File: src/rtl/reflet_boot_pkg.sv
// Shared types and helpers for the Reflet reset/boot sequencer.
package reflet_boot_pkg;

  typedef enum logic [2:0] {
    ST_POR,
    ST_WAIT_MAGIC,
    ST_LEN_LO,
    ST_LEN_HI,
    ST_DATA,
    ST_CHECK,
    ST_RUN
  } boot_state_t;

  localparam logic [7:0] DEFAULT_MAGIC = 8'hA5;

  function automatic int unsigned byte_lanes(input int unsigned wordsize);
    return wordsize / 8;
  endfunction

endpackage

File: src/rtl/reflet_boot_timeout.sv
// Inter-byte idle timer: reloads on kick, counts down while enabled,
// flags expiry on the timeout_cycles-th idle cycle after the last kick.
module reflet_boot_timeout #(
  parameter int unsigned timeout_cycles = 65535
) (
  input  logic clk,
  input  logic reset,
  input  logic enable,
  input  logic kick,
  output logic expired
);

  localparam int unsigned tw = $clog2(timeout_cycles + 1);
  localparam logic [tw-1:0] load_val = tw'(timeout_cycles - 1);

  logic [tw-1:0] count;

  always_ff @(posedge clk or negedge reset) begin
    if (!reset) begin
      count <= '0;
    end else if (kick) begin
      count <= load_val;
    end else if (enable && (count != '0)) begin
      count <= count - tw'(1);
    end
  end

  assign expired = enable && !kick && (count == '0);

endmodule

File: src/rtl/reflet_boot_sequencer.sv
// Holds the CPU in reset after power-up, then optionally loads instruction
// RAM from the UART byte stream (magic, length, words, checksum).
//
// state         | meaning
// --------------+--------------------------------------------------
// ST_POR        | counting the CPU reset hold time
// ST_WAIT_MAGIC | discarding bytes until the header byte arrives
// ST_LEN_LO     | expecting word count, low byte
// ST_LEN_HI     | expecting word count, high byte; range check
// ST_DATA       | assembling little-endian words, writing RAM
// ST_CHECK      | expecting the modulo-256 sum of all data bytes
// ST_RUN        | CPU released; terminal until reset
module reflet_boot_sequencer
  import reflet_boot_pkg::*;
#(
  parameter int unsigned wordsize       = 8,
  parameter int unsigned addr_size      = 7,
  parameter int unsigned por_cycles     = 16,
  parameter logic [7:0]  magic          = DEFAULT_MAGIC,
  parameter int unsigned timeout_cycles = 65535
) (
  input  logic                 clk,
  input  logic                 reset,
  input  logic                 boot_skip,
  input  logic [7:0]           rx_data,
  input  logic                 rx_valid,
  output logic [addr_size-1:0] mem_addr,
  output logic [wordsize-1:0]  mem_data,
  output logic                 mem_write_en,
  output logic                 cpu_reset,
  output logic                 boot_busy,
  output logic                 boot_error
);

  localparam int unsigned lanes  = byte_lanes(wordsize);
  localparam int unsigned lane_w = (lanes > 1) ? $clog2(lanes) : 1;
  localparam int unsigned por_w  = (por_cycles > 1) ? $clog2(por_cycles) : 1;
  localparam int unsigned len_w  = addr_size + 1;
  localparam int unsigned depth  = 1 << addr_size;
  localparam logic [por_w-1:0]  por_last  = por_w'(por_cycles - 1);
  localparam logic [lane_w-1:0] lane_last = lane_w'(lanes - 1);

  boot_state_t         state, state_nxt;
  logic [por_w-1:0]    por_cnt, por_cnt_nxt;
  logic [7:0]          len_lo, len_lo_nxt;
  logic [len_w-1:0]    len, len_nxt;
  logic [len_w-1:0]    word_cnt, word_cnt_nxt;
  logic [lane_w-1:0]   lane, lane_nxt;
  logic [wordsize-1:0] word_buf, word_buf_nxt, word_asm;
  logic [7:0]          checksum, checksum_nxt;
  logic [addr_size-1:0] mem_addr_nxt;
  logic [wordsize-1:0] mem_data_nxt;
  logic                mem_write_en_nxt;
  logic                boot_error_nxt;
  logic [31:0]         len_rx;
  logic                fail;
  logic                timer_en, timer_expired;

  assign timer_en = (state == ST_LEN_LO) || (state == ST_LEN_HI) ||
                    (state == ST_DATA)   || (state == ST_CHECK);

  reflet_boot_timeout #(.timeout_cycles(timeout_cycles)) u_timeout (
    .clk    (clk),
    .reset  (reset),
    .enable (timer_en),
    .kick   (rx_valid),
    .expired(timer_expired)
  );

  always_ff @(posedge clk or negedge reset) begin
    if (!reset) begin
      state        <= ST_POR;
      por_cnt      <= '0;
      len_lo       <= '0;
      len          <= '0;
      word_cnt     <= '0;
      lane         <= '0;
      word_buf     <= '0;
      checksum     <= '0;
      mem_addr     <= '0;
      mem_data     <= '0;
      mem_write_en <= 1'b0;
      boot_error   <= 1'b0;
    end else begin
      state        <= state_nxt;
      por_cnt      <= por_cnt_nxt;
      len_lo       <= len_lo_nxt;
      len          <= len_nxt;
      word_cnt     <= word_cnt_nxt;
      lane         <= lane_nxt;
      word_buf     <= word_buf_nxt;
      checksum     <= checksum_nxt;
      mem_addr     <= mem_addr_nxt;
      mem_data     <= mem_data_nxt;
      mem_write_en <= mem_write_en_nxt;
      boot_error   <= boot_error_nxt;
    end
  end

  always_comb begin
    state_nxt        = state;
    por_cnt_nxt      = por_cnt;
    len_lo_nxt       = len_lo;
    len_nxt          = len;
    word_cnt_nxt     = word_cnt;
    lane_nxt         = lane;
    word_buf_nxt     = word_buf;
    checksum_nxt     = checksum;
    // address advances in the cycle after each write strobe
    mem_addr_nxt     = mem_write_en ? (mem_addr + addr_size'(1)) : mem_addr;
    mem_data_nxt     = mem_data;
    mem_write_en_nxt = 1'b0;
    boot_error_nxt   = boot_error;
    fail             = 1'b0;
    word_asm         = word_buf;
    word_asm[{lane, 3'b000} +: 8] = rx_data;
    len_rx           = {16'h0000, rx_data, len_lo};

    case (state)
      ST_POR: begin
        if (por_cnt == por_last) begin
          state_nxt = boot_skip ? ST_RUN : ST_WAIT_MAGIC;
        end else begin
          por_cnt_nxt = por_cnt + por_w'(1);
        end
      end
      ST_WAIT_MAGIC: begin
        if (rx_valid && (rx_data == magic)) begin
          state_nxt    = ST_LEN_LO;
          mem_addr_nxt = '0;
          word_cnt_nxt = '0;
          lane_nxt     = '0;
          checksum_nxt = '0;
        end
      end
      ST_LEN_LO: begin
        if (rx_valid) begin
          len_lo_nxt = rx_data;
          state_nxt  = ST_LEN_HI;
        end
      end
      ST_LEN_HI: begin
        if (rx_valid) begin
          if ((len_rx == '0) || (len_rx > depth)) begin
            fail = 1'b1;
          end else begin
            len_nxt   = len_rx[addr_size:0];
            state_nxt = ST_DATA;
          end
        end
      end
      ST_DATA: begin
        if (rx_valid) begin
          checksum_nxt = checksum + rx_data;
          word_buf_nxt = word_asm;
          if (lane == lane_last) begin
            lane_nxt         = '0;
            mem_data_nxt     = word_asm;
            mem_write_en_nxt = 1'b1;
            word_cnt_nxt     = word_cnt + len_w'(1);
            if (word_cnt_nxt == len) state_nxt = ST_CHECK;
          end else begin
            lane_nxt = lane + lane_w'(1);
          end
        end
      end
      ST_CHECK: begin
        if (rx_valid) begin
          if (rx_data == checksum) begin
            state_nxt      = ST_RUN;
            boot_error_nxt = 1'b0;
          end else begin
            fail = 1'b1;
          end
        end
      end
      ST_RUN: ;
      default: state_nxt = ST_POR;
    endcase

    if (timer_expired) fail = 1'b1;

    if (fail) begin
      state_nxt      = ST_WAIT_MAGIC;
      boot_error_nxt = 1'b1;
      checksum_nxt   = '0;
      word_cnt_nxt   = '0;
      lane_nxt       = '0;
    end
  end

  assign cpu_reset = (state == ST_RUN);
  assign boot_busy = (state != ST_RUN);

endmodule
File: config.mk
export PLATFORM = sky130hd
export DESIGN_NAME = reflet_boot_sequencer
export DESIGN_NICKNAME = d
export VERILOG_FILES = /design/src/rtl/reflet_boot_pkg.sv /design/src/rtl/reflet_boot_timeout.sv /design/src/rtl/reflet_boot_sequencer.sv
export SDC_FILE = /design/constraint.sdc
export NUM_CORES = 1
export LEC_CHECK = 0
export BUFFER_PORTS_ARGS = -buffer_cell sky130_fd_sc_hd__buf_4
export CAP_MARGIN = 10
export CORE_MARGIN = 5
export CORE_UTILIZATION = 55
export DETAILED_ROUTE_END_ITERATION = 8
export PLACE_DENSITY = 0.73
export SLEW_MARGIN = 40
export SYNTH_ARGS = -nofsm -noshare
export SYNTH_HDL_FRONTEND = slang
export SYNTH_SLANG_ARGS = --single-unit
File: constraint.sdc
create_clock -name clk -period 2.7 [get_ports clk]
set_input_delay 0.135 -clock clk [delete_from_list [all_inputs] [get_ports clk]]
set_output_delay 0.135 -clock clk [all_outputs]
set_load 0.005 [all_outputs]
==> results of run 1 <==
final cells by class:
class                           count  area (um^2)  share of cell area, %
Multi-Input combinational cell    303         2060                   45.6
Inverter                           13         48.8                   1.08
Clock buffer                       11          131                   2.90
Sequential cell                    72         1800                   39.8
Tap cell                           99          124                   2.74
Timing Repair Buffer               36          277                   6.11
Clock inverter                      5         81.3                   1.80
synth_stat cells, types with 2 or more instances:
cell type / count / area, um^2
dfrtp_1: 72 / 1800
nand2_1: 48 / 180
nor2_1: 37 / 139
o21ai_0: 21 / 105
mux2_2: 18 / 203
xnor2_1: 14 / 123
a21oi_1: 13 / 65.1
ha_1: 13 / 163
xor2_1: 13 / 114
inv_1: 12 / 45.0
nand2b_1: 12 / 75.1
clkbuf_1: 11 / 41.3
nor3_1: 11 / 55.1
nand3_1: 9 / 45.0
and3_1: 8 / 50.1
or4_1: 8 / 60.1
nand4_1: 7 / 43.8
o21bai_1: 5 / 37.5
o31ai_1: 4 / 30.0
a21o_1: 3 / 22.5
a22o_1: 3 / 26.3
buf_2: 3 / 15.0
nand3b_1: 3 / 22.5
nor2b_1: 3 / 18.8
o21ai_1: 3 / 15.0
a211oi_1: 2 / 15.0
a22oi_1: 2 / 15.0
a31oi_1: 2 / 12.5
a32o_1: 2 / 20.0
a32oi_1: 2 / 17.5
buf_6: 2 / 22.5
nor4_1: 2 / 12.5
or2_2: 2 / 12.5
or3_1: 2 / 12.5
or3b_2: 2 / 17.5
metal layers:
| layer | up-vias | GRT usage [%] | routed length [um] |
|---|---|---|---|
| li1 | 1508 | - | - |
| met1 | 1513 | 26.9 | 3820 |
| met2 | 82 | 34.8 | 4320 |
| met3 | 19 | 3.16 | 355 |
| met4 | 0 | 8.41 | 150 |
| met5 | - | 0 | 0 |
power by group:
group	internal [uW]	total, uW	switching [uW]
combinational	763	1590	832
clock	521	928	406
sequential	1400	1700	305
total	2680	4220	1540
cells by family (layout without fill, tap and decap cells):
group | Yosys count | count (layout) | synth area share, %
simple gates | 164 | 164 | 21.4
buf+inv | 29 | 65 | 3.20
fa+ha+maj | 14 | 14 | 4.58
compound gates | 79 | 79 | 14.4
flops | 72 | 72 | 45.2
mux | 19 | 19 | 5.33
xor+xnor | 27 | 27 | 5.93
how the worst min path moves through the flow:
stage / cells after the start / to / start / slack [ns]
after floorplan: 0 / boot_error / reset / -0.16
after global placement: 1 / mem_addr[2] / reset / 0.32
after detailed placement: 1 / mem_addr[2] / reset / 0.20
after CTS: 3 / mem_data[4] / rx_data[4] / 0.02
after global routing: 3 / mem_data[4] / rx_data[4] / 0.02
final: 3 / mem_data[4] / rx_data[4] / 0.03
sequential cells by signal (all words and copies together) (netlist names):
signal           count
boot_error           1
checksum             8
len                  8
len_lo               8
mem_addr             7
mem_data             8
mem_write_en         1
por_cnt              4
state                3
u_timeout.count     16
word_cnt             8
worst min-delay path: cells and delay by family:
family                 cells  cell delay [ns]
buffers and inverters      1             0.11
and+or+nand+nor            2             0.10
per-stage QoR:
stage          power (uW)  utilization [%]
2_1_floorplan        2790                -
3_3_place_gp         3240             60.2
3_5_place_dp         3320             60.2
4_1_cts              4250             63.4
5_1_grt              4540             63.4
6_report             4220             63.4
==> impl_metrics.json, run 1 <==
{
  "cts_max_level": 3,
  "cts.clk_slew.worst_paths_ns": 0.08,
  "clkLatencyLatePin_ns": 0.35,
  "slew_headroom_pct": 56.8,
  "cap_violations": 0,
  "final_cells": 539,
  "start_kind": "flip-flop",
  "nFillCells": 631,
  "drc": 0,
  "clockBufferDepth": 2,
  "clock.fmax_ghz": 0.389,
  "cts_buffers": 9,
  "grt_max_degree": 73,
  "finalClockSkew_ns": 0.0138,
  "fp.dieH_um": 95.1,
  "grt_util_all_layers_pct": 20.8,
  "cp-end-kind": "flip-flop",
  "rows": 31,
  "start_util_pct": 55.9,
  "layout_commonest_cell": "dfrtp_1",
  "r2r_cells": 9,
  "layout.nets": 461,
  "die-area_um2": 9050,
  "cp_top_family": "simple AND/OR/NAND/NOR gates",
  "cts_resized": 0,
  "worstReg2RegEnd": "word_cnt[2]",
  "holdCritPathClass": "in2reg",
  "postCtsHoldBufs": 1,
  "cp_slowest_stage_delay_ns": 0.64,
  "final.min_clock_period_ns": 2.57,
  "grt_pass1_wl_mm": 14.7,
  "num_io_pins": 31,
  "synth_ff_type": "dfrtp_1",
  "rrSetupSlack_ns": 0.13,
  "finalCritPeriodShare_pct": 95.3,
  "cp_common_cell": "o21ai_0",
  "dpl-instance-area_um2": 4300,
  "ys.warnings.count": 0,
  "root_buffer": "clkbuf_8",
  "crit_slowest_cell": "or4b_2",
  "cp-endpoint": "word_cnt[2]",
  "synth.yosys.seq_area_share_pct": 45.2,
  "cp_num_cells": 9,
  "cp_max_fo": 16,
  "arrival_ns": 2.78,
  "portBuffers": 30,
  "synth_cell_types": 65,
  "detailedPlace.worstSlack_ns": 0.271,
  "post_drt_wl_per_cell_um": 16.0,
  "grt-ovfl-total": 0,
  "rsz0062_at_grt": "no",
  "dp_hpwl_mm": 6.05,
  "crit_buf_inv": 2,
  "syn_avg_cell_area_um2": 9.87,
  "final.setup.worst_slack_ns": 0.127,
  "critPathLaunch": "u_timeout.count[0]",
  "cp_cell_sequence": "inv_1 -> ha_1 -> or4b_2 -> nor4_4 -> a22o_4 -> a211oi_4 -> buf_4 -> o21ai_0 -> o21ai_0",
  "hold_viol_final": 0,
  "ant_nets": 0,
  "synthesis.area_um2": 3990,
  "holdWs_ns": 0.0268,
  "drive_above_1_share_pct": 19.3,
  "worstSetupPathType": "reg2reg",
  "ys_seq_elements": 72,
  "netlist_instances": 404,
  "synth_edf_count": 0,
  "syn_to_final_growth_pct": 13.5,
  "finalSetupViolations": 0,
  "dieWidth_um": 95.1,
  "place_inst": 522,
  "power_density_nw_per_um2": 933,
  "r2r_start": "u_timeout.count[0]",
  "vdd_ir_drop_max_v": 0.000509,
  "status": "completed",
  "antenna_found_initial": 0,
  "critPathRequiredTime_ns": 2.90,
  "finalSetupTns_ns": 0,
  "cts_tree": "done",
  "gp_congestion": 0.817,
  "via_count": 3122,
  "core_um2": 7140,
  "cts_setup_buffers": 0,
  "async_reset_ff_share_pct": 100,
  "grt_pass1_vias": 3045,
  "leakage_uw": 0.00200,
  "first_pass_iters": 5,
  "slew_viol_final": 0,
  "worst-slew-pin-transition_ns": 0.648,
  "wl_mm": 8.64,
  "synth_nets": 430,
  "cts.sinks": 72,
  "drt_iter0_drc": 101,
  "layout_common_cells": "72 x dfrtp_1, 48 x nand2_1, 37 x nor2_1",
  "vias_per_cell": 5.79,
  "final_area_um2": 4530,
  "diodes": 0
}
Note: power is estimated with default switching activity, not from simulation.
==> inputs of run 2 (changes only) <==
- CORE_UTILIZATION: 55 -> 54
- PLACE_DENSITY: 0.73 -> 0.75
- clock period: 2.7 -> 2.3 ns (I/O delays scaled with it)
==> run 2 against run 1 <==
  * Routed wire length is 1.4% lower
  * Clock skew fell by 0.0012 ns
  * Non-clock buffer count grew 18
  * Final cell count is 3.3% higher
  * Combinational power grew 38%
  * Clock-buffer cell count decreased by 2
  * Maximum frequency increased by 13%
  * Largest power group is now combinational logic
  * Highest routed layer unchanged
==> impl_metrics.json, run 2 (synthesis gave the netlist of run 1 again) <==
{
  "status": "completed",
  "worstSetupPathType": "reg2reg",
  "die-area_um2": 9200,
  "drive_above_1_share_pct": 26.6,
  "grt-ovfl-total": 0,
  "antenna_found_initial": 0,
  "clkPwrFrac_pct": 17.4,
  "layout_commonest_cell": "dfrtp_1",
  "core_um2": 7210,
  "arrival_ns": 2.54,
  "ant_nets": 0,
  "p_int_uw": 3120,
  "start_kind": "flip-flop",
  "grt_util_all_layers_pct": 19.8,
  "grt_max_degree": 73,
  "r2r_cells": 6,
  "min_from": "rx_data[5]",
  "grt_pass1_vias": 3059,
  "cp-end-kind": "flip-flop",
  "p_total_uw": 5070,
  "cp_max_fo": 4,
  "final.setup.worst_slack_ns": 0.0297,
  "dieWidth_um": 95.9,
  "largest_reg_flops": 16,
  "finalCritPeriodShare_pct": 98.7,
  "layout.nets": 479,
  "drt_iter0_drc": 158,
  "rrSetupSlack_ns": 0.03,
  "clock.fmax_ghz": 0.440,
  "drc": 0,
  "final.min_clock_period_ns": 2.27,
  "num_io_pins": 31,
  "regMostFlops": "u_timeout.count",
  "syn_to_final_growth_pct": 20.2,
  "cts.sinks": 72,
  "worst-slew-pin-transition_ns": 0.645,
  "p_comb_share_pct": 43.3,
  "cp_cell_sequence": "xor2_1 -> or3b_2 -> a21oi_2 -> o32ai_2 -> or4_1 -> a32oi_1",
  "leakage_uw": 0.00209,
  "vdd_ir_drop_max_v": 0.000665,
  "critPathRequiredTime_ns": 2.57,
  "slew_headroom_pct": 57.0,
  "finalClockSkew_ns": 0.0127,
  "hold_path_depth": 3,
  "portBuffers": 30,
  "layout_common_cells": "72 x dfrtp_1, 47 x buf_4, 45 x nand2_1",
  "hold_viol_final": 0,
  "rsz0062_at_grt": "yes",
  "post_drt_wl_per_cell_um": 15.3,
  "cap_violations": 0,
  "p_sw_share_pct": 38.4,
  "cp_slowest_stage_delay_ns": 0.55,
  "wl_mm": 8.52,
  "cts.clk_slew.worst_paths_ns": 0.08,
  "power_density_nw_per_um2": 1060,
  "crit_slowest_cell": "or4_1",
  "seq_power_share_pct": 39.3,
  "clkLatencyLatePin_ns": 0.35,
  "slew_viol_final": 0,
  "final_area_um2": 4790,
  "root_buffer": "clkbuf_8",
  "switching_power_uw": 1950,
  "grt_pass1_wl_mm": 14.2,
  "first_pass_iters": 4,
  "start_util_pct": 55.3,
  "cts_tree": "done",
  "gp_congestion": 0.850,
  "fp.dieH_um": 95.9,
  "cts_max_level": 3,
  "rows": 31,
  "r2r_start": "word_cnt[6]",
  "vias_per_cell": 5.73,
  "dpl-instance-area_um2": 4420,
  "clockBufferDepth": 2,
  "cts_buffers": 9,
  "nFillCells": 579,
  "finalSetupViolations": 0,
  "detailedPlace.worstSlack_ns": -0.0827,
  "diodes": 0,
  "via_count": 3189,
  "hold_end": "mem_data[5]",
  "holdCritPathClass": "in2reg",
  "worstReg2RegEnd": "state[0]",
  "dp_hpwl_mm": 5.80
}
[run 2: worst max-delay path, delay by kind of cell (launching register included)]
| kind | cells | cell delay (ns) |
|---|---|---|
| XOR/XNOR | 1 | 0.19 |
| flip-flops | 1 | 0.43 |
| AND/OR/NAND/NOR | 2 | 1.04 |
| AO/OA/AOI/OAI | 3 | 0.53 |
[run 2: through the flow]
step / setup TNS, ns / cells / hold WS (ns) / utilization, %
final: 0 / 557 / 0.0207 / 66.4
after global routing: -0.150 / 557 / 0.0271 / 66.4
after CTS: 0 / 554 / 0.0100 / 64.2
after detailed placement: -0.285 / 535 / 0.171 / 61.3
after global placement: 0 / 535 / 0.301 / 61.2
after floorplan: 0 / 404 / -0.181 / -
[run 2: worst max path at each step]
stage / to / from / slack, ns
6_report: state[0] / word_cnt[6] / 0.03
5_1_grt: state[0] / word_cnt[6] / -0.06
4_1_cts: word_cnt[5] / u_timeout.count[1] / 0.008
3_5_place_dp: word_cnt[5] / u_timeout.count[1] / -0.08
3_3_place_gp: state[1] / u_timeout.count[1] / 0.05
2_1_floorplan: state[2] / u_timeout.count[0] / 0.10
[run 2: timing repair]
action / CTS / global route
setup buffers: 0 / 2
pin swaps: 2 / 5
cloned: 0 / 1
setup endpoints to repair: 11 / 28
hold endpoints to repair: 74 / 0
hold buffers: 3 / 0
gates resized for setup: 2 / 33
[run 2: power by group through the flow]
stage	Combinational [uW]	Clock, uW	Sequential [uW]
after CTS	1970	908	1970
final	2190	881	1990
after global routing	2450	960	2060
after detailed placement	1950	0	2000
after floorplan	1350	0	1930
after global placement	1900	0	1970
[run 2: layout make-up]
class / count / area [um^2] / area share, %
inverter: 13 / 48.8 / 1.02
sequential: 72 / 1800 / 37.6
tap: 99 / 124 / 2.58
timing repair buffer: 54 / 459 / 9.58
multi-input combinational: 303 / 2190 / 45.6
clock inverter: 7 / 48.8 / 1.02
clock buffer: 9 / 124 / 2.58
[run 2: metal layers]
layer	GRT usage (%)	share of wire [%]	vias to the layer above	routed length, um
met5	0	0	-	0
met4	9.12	3.0	0	257
li1	-	-	1546	-
met1	26.1	45	1539	3800
met2	31.7	48	83	4070
met3	3.60	4.6	21	395
==> inputs of run 3 (changes only) <==
- CORE_UTILIZATION: 54 -> 30
- PLACE_DENSITY: 0.75 -> 0.46
==> run 3 against run 2 <==
  * Critical endpoint is now len[3]
  * Sequential cell count unchanged
  * First-iteration DRC count down 25%
  * Global-route usage down 6.3 points
==> impl_metrics.json, run 3 (synthesis gave the netlist of run 1 again) <==
{
  "power_density_nw_per_um2": 1110,
  "place_inst": 622,
  "vdd_ir_drop_max_v": 0.000524,
  "fp.dieH_um": 125,
  "core_um2": 13100,
  "clock.fmax_ghz": 0.445,
  "dpl-instance-area_um2": 4610,
  "ant_nets": 0,
  "start_util_pct": 30.4,
  "drt_iter0_drc": 118,
  "drc": 0,
  "final.min_clock_period_ns": 2.25,
  "wl_mm": 9.71,
  "final_cells": 641,
  "rrSetupSlack_ns": 0.05,
  "cts_buffers": 9,
  "critPathRequiredTime_ns": 2.52,
  "vias_per_cell": 4.87,
  "layout_common_cells": "72 x dfrtp_1, 57 x buf_4, 48 x nand2_1",
  "via_count": 3120,
  "slew_headroom_pct": 60.2,
  "gp_congestion": 0.834,
  "cp_cell_sequence": "or4_4 -> o41ai_4 -> o211ai_4 -> nor3_4 -> buf_12 -> mux2_2",
  "diodes": 0,
  "rows": 42,
  "clockBufferDepth": 2,
  "status": "completed",
  "final_util_pct": 37.9,
  "final_area_um2": 4980,
  "die-area_um2": 15700,
  "worst-slew-pin-transition_ns": 0.597,
  "layout_commonest_cell": "dfrtp_1",
  "drive_above_1_share_pct": 25.2,
  "cp_max_fo": 8,
  "grt_max_degree": 44,
  "cts.sinks": 72,
  "crit_slowest_cell": "or4_4",
  "crit_buf_inv": 1,
  "worstSetupPathType": "reg2reg",
  "antenna_found_initial": 0,
  "leakage_uw": 0.00218,
  "dieWidth_um": 125,
  "layout.nets": 487,
  "holdCritPathClass": "in2reg",
  "min_from": "rx_data[4]",
  "cts_max_level": 3,
  "dp_hpwl_mm": 6.91,
  "portBuffers": 30,
  "start_kind": "flip-flop",
  "finalClockSkew_ns": 0.00563,
  "finalCritPeriodShare_pct": 97.6,
  "first_pass_iters": 4,
  "clkLatencyLatePin_ns": 0.34,
  "rsz0062_at_grt": "yes",
  "syn_to_final_growth_pct": 24.9,
  "finalSetupViolations": 0,
  "grt_util_all_layers_pct": 13.5,
  "r2r_start": "len_lo[2]",
  "cts_tree": "done",
  "grt-ovfl-total": 0,
  "grt_pass1_wl_mm": 17.0,
  "root_buffer": "clkbuf_16",
  "nFillCells": 1346,
  "grt_pass1_vias": 3254,
  "cp-end-kind": "flip-flop",
  "cp_slowest_stage_delay_ns": 0.59,
  "num_io_pins": 31,
  "regMostFlops": "u_timeout.count",
  "post_drt_wl_per_cell_um": 15.2,
  "critPathLaunch": "len_lo[2]",
  "cp_top_family": "simple AND/OR/NAND/NOR gates",
  "slew_viol_final": 0,
  "cap_violations": 0,
  "hold_viol_final": 0,
  "largest_reg_flops": 16,
  "cts.clk_slew.worst_paths_ns": 0.05,
  "arrival_ns": 2.47
}
run 3: path summary, 6_finish.rpt:
check                                      end  cells past startpoint
hold / removal                     mem_data[4]                      3
hold reg to reg                    mem_data[0]                      2
setup reg to reg                        len[3]                      6
min in group asynchronous  u_timeout.count[11]                      2
setup / recovery                        len[3]                      6
max in group asynchronous          word_cnt[1]                      3
run 3: metrics by stage:
| step | TNS, ns | hold slack, ns | total power (uW) | setup slack (ns) |
|---|---|---|---|---|
| final | 0 | 0.0197 | 5520 | 0.0550 |
| after global placement | 0 | 0.173 | 4080 | 0.0387 |
| after detailed placement | -0.0463 | 0.175 | 4100 | -0.0208 |
| after global routing | -0.229 | 0.0359 | 5970 | -0.0309 |
| after CTS | 0 | 0.00486 | 5530 | 0.00952 |
| after floorplan | 0 | -0.181 | 3280 | 0.101 |
run 3: where the power goes:
group / total, uW / internal (uW) / leakage (uW) / switching, uW
sequential: 1970 / 1640 / 0.000854 / 326
combinational: 2170 / 1100 / 0.00119 / 1080
clock: 1380 / 857 / 0.000145 / 521
run 3: area by class of cell:
type | count | area (um^2) | share of cell area (%)
Multi-Input combinational cell | 303 | 2100 | 42.2
Clock inverter | 4 | 45.0 | 0.905
Tap cell | 176 | 220 | 4.42
Inverter | 13 | 48.8 | 0.980
Sequential cell | 72 | 1800 | 36.2
Clock buffer | 11 | 243 | 4.88
Timing Repair Buffer | 62 | 518 | 10.4
run 3: what timing repair did:
| action | 4_1_cts | 5_1_grt |
|---|---|---|
| pin swaps | 2 | 6 |
| resized for setup | 1 | 11 |
| endpoints found under the hold margin | 42 | 0 |
| cloned | 0 | 0 |
| hold buffers | 1 | 0 |
| buffers inserted | 0 | 3 |
| setup endpoints to repair | 7 | 36 |
run 3: metal layers:
metal / part of all wire (%) / GRT usage, %
met5: 0 / 0
met4: 1.8 / 4.85
met3: 3.0 / 3.41
met2: 48 / 21.2
met1: 47 / 18.0
run 3: tightest hold or removal path, cell delays in order:
cell and delay (ns):
buf_4 0.11, nand2_1 0.05, nand2_1 0.05
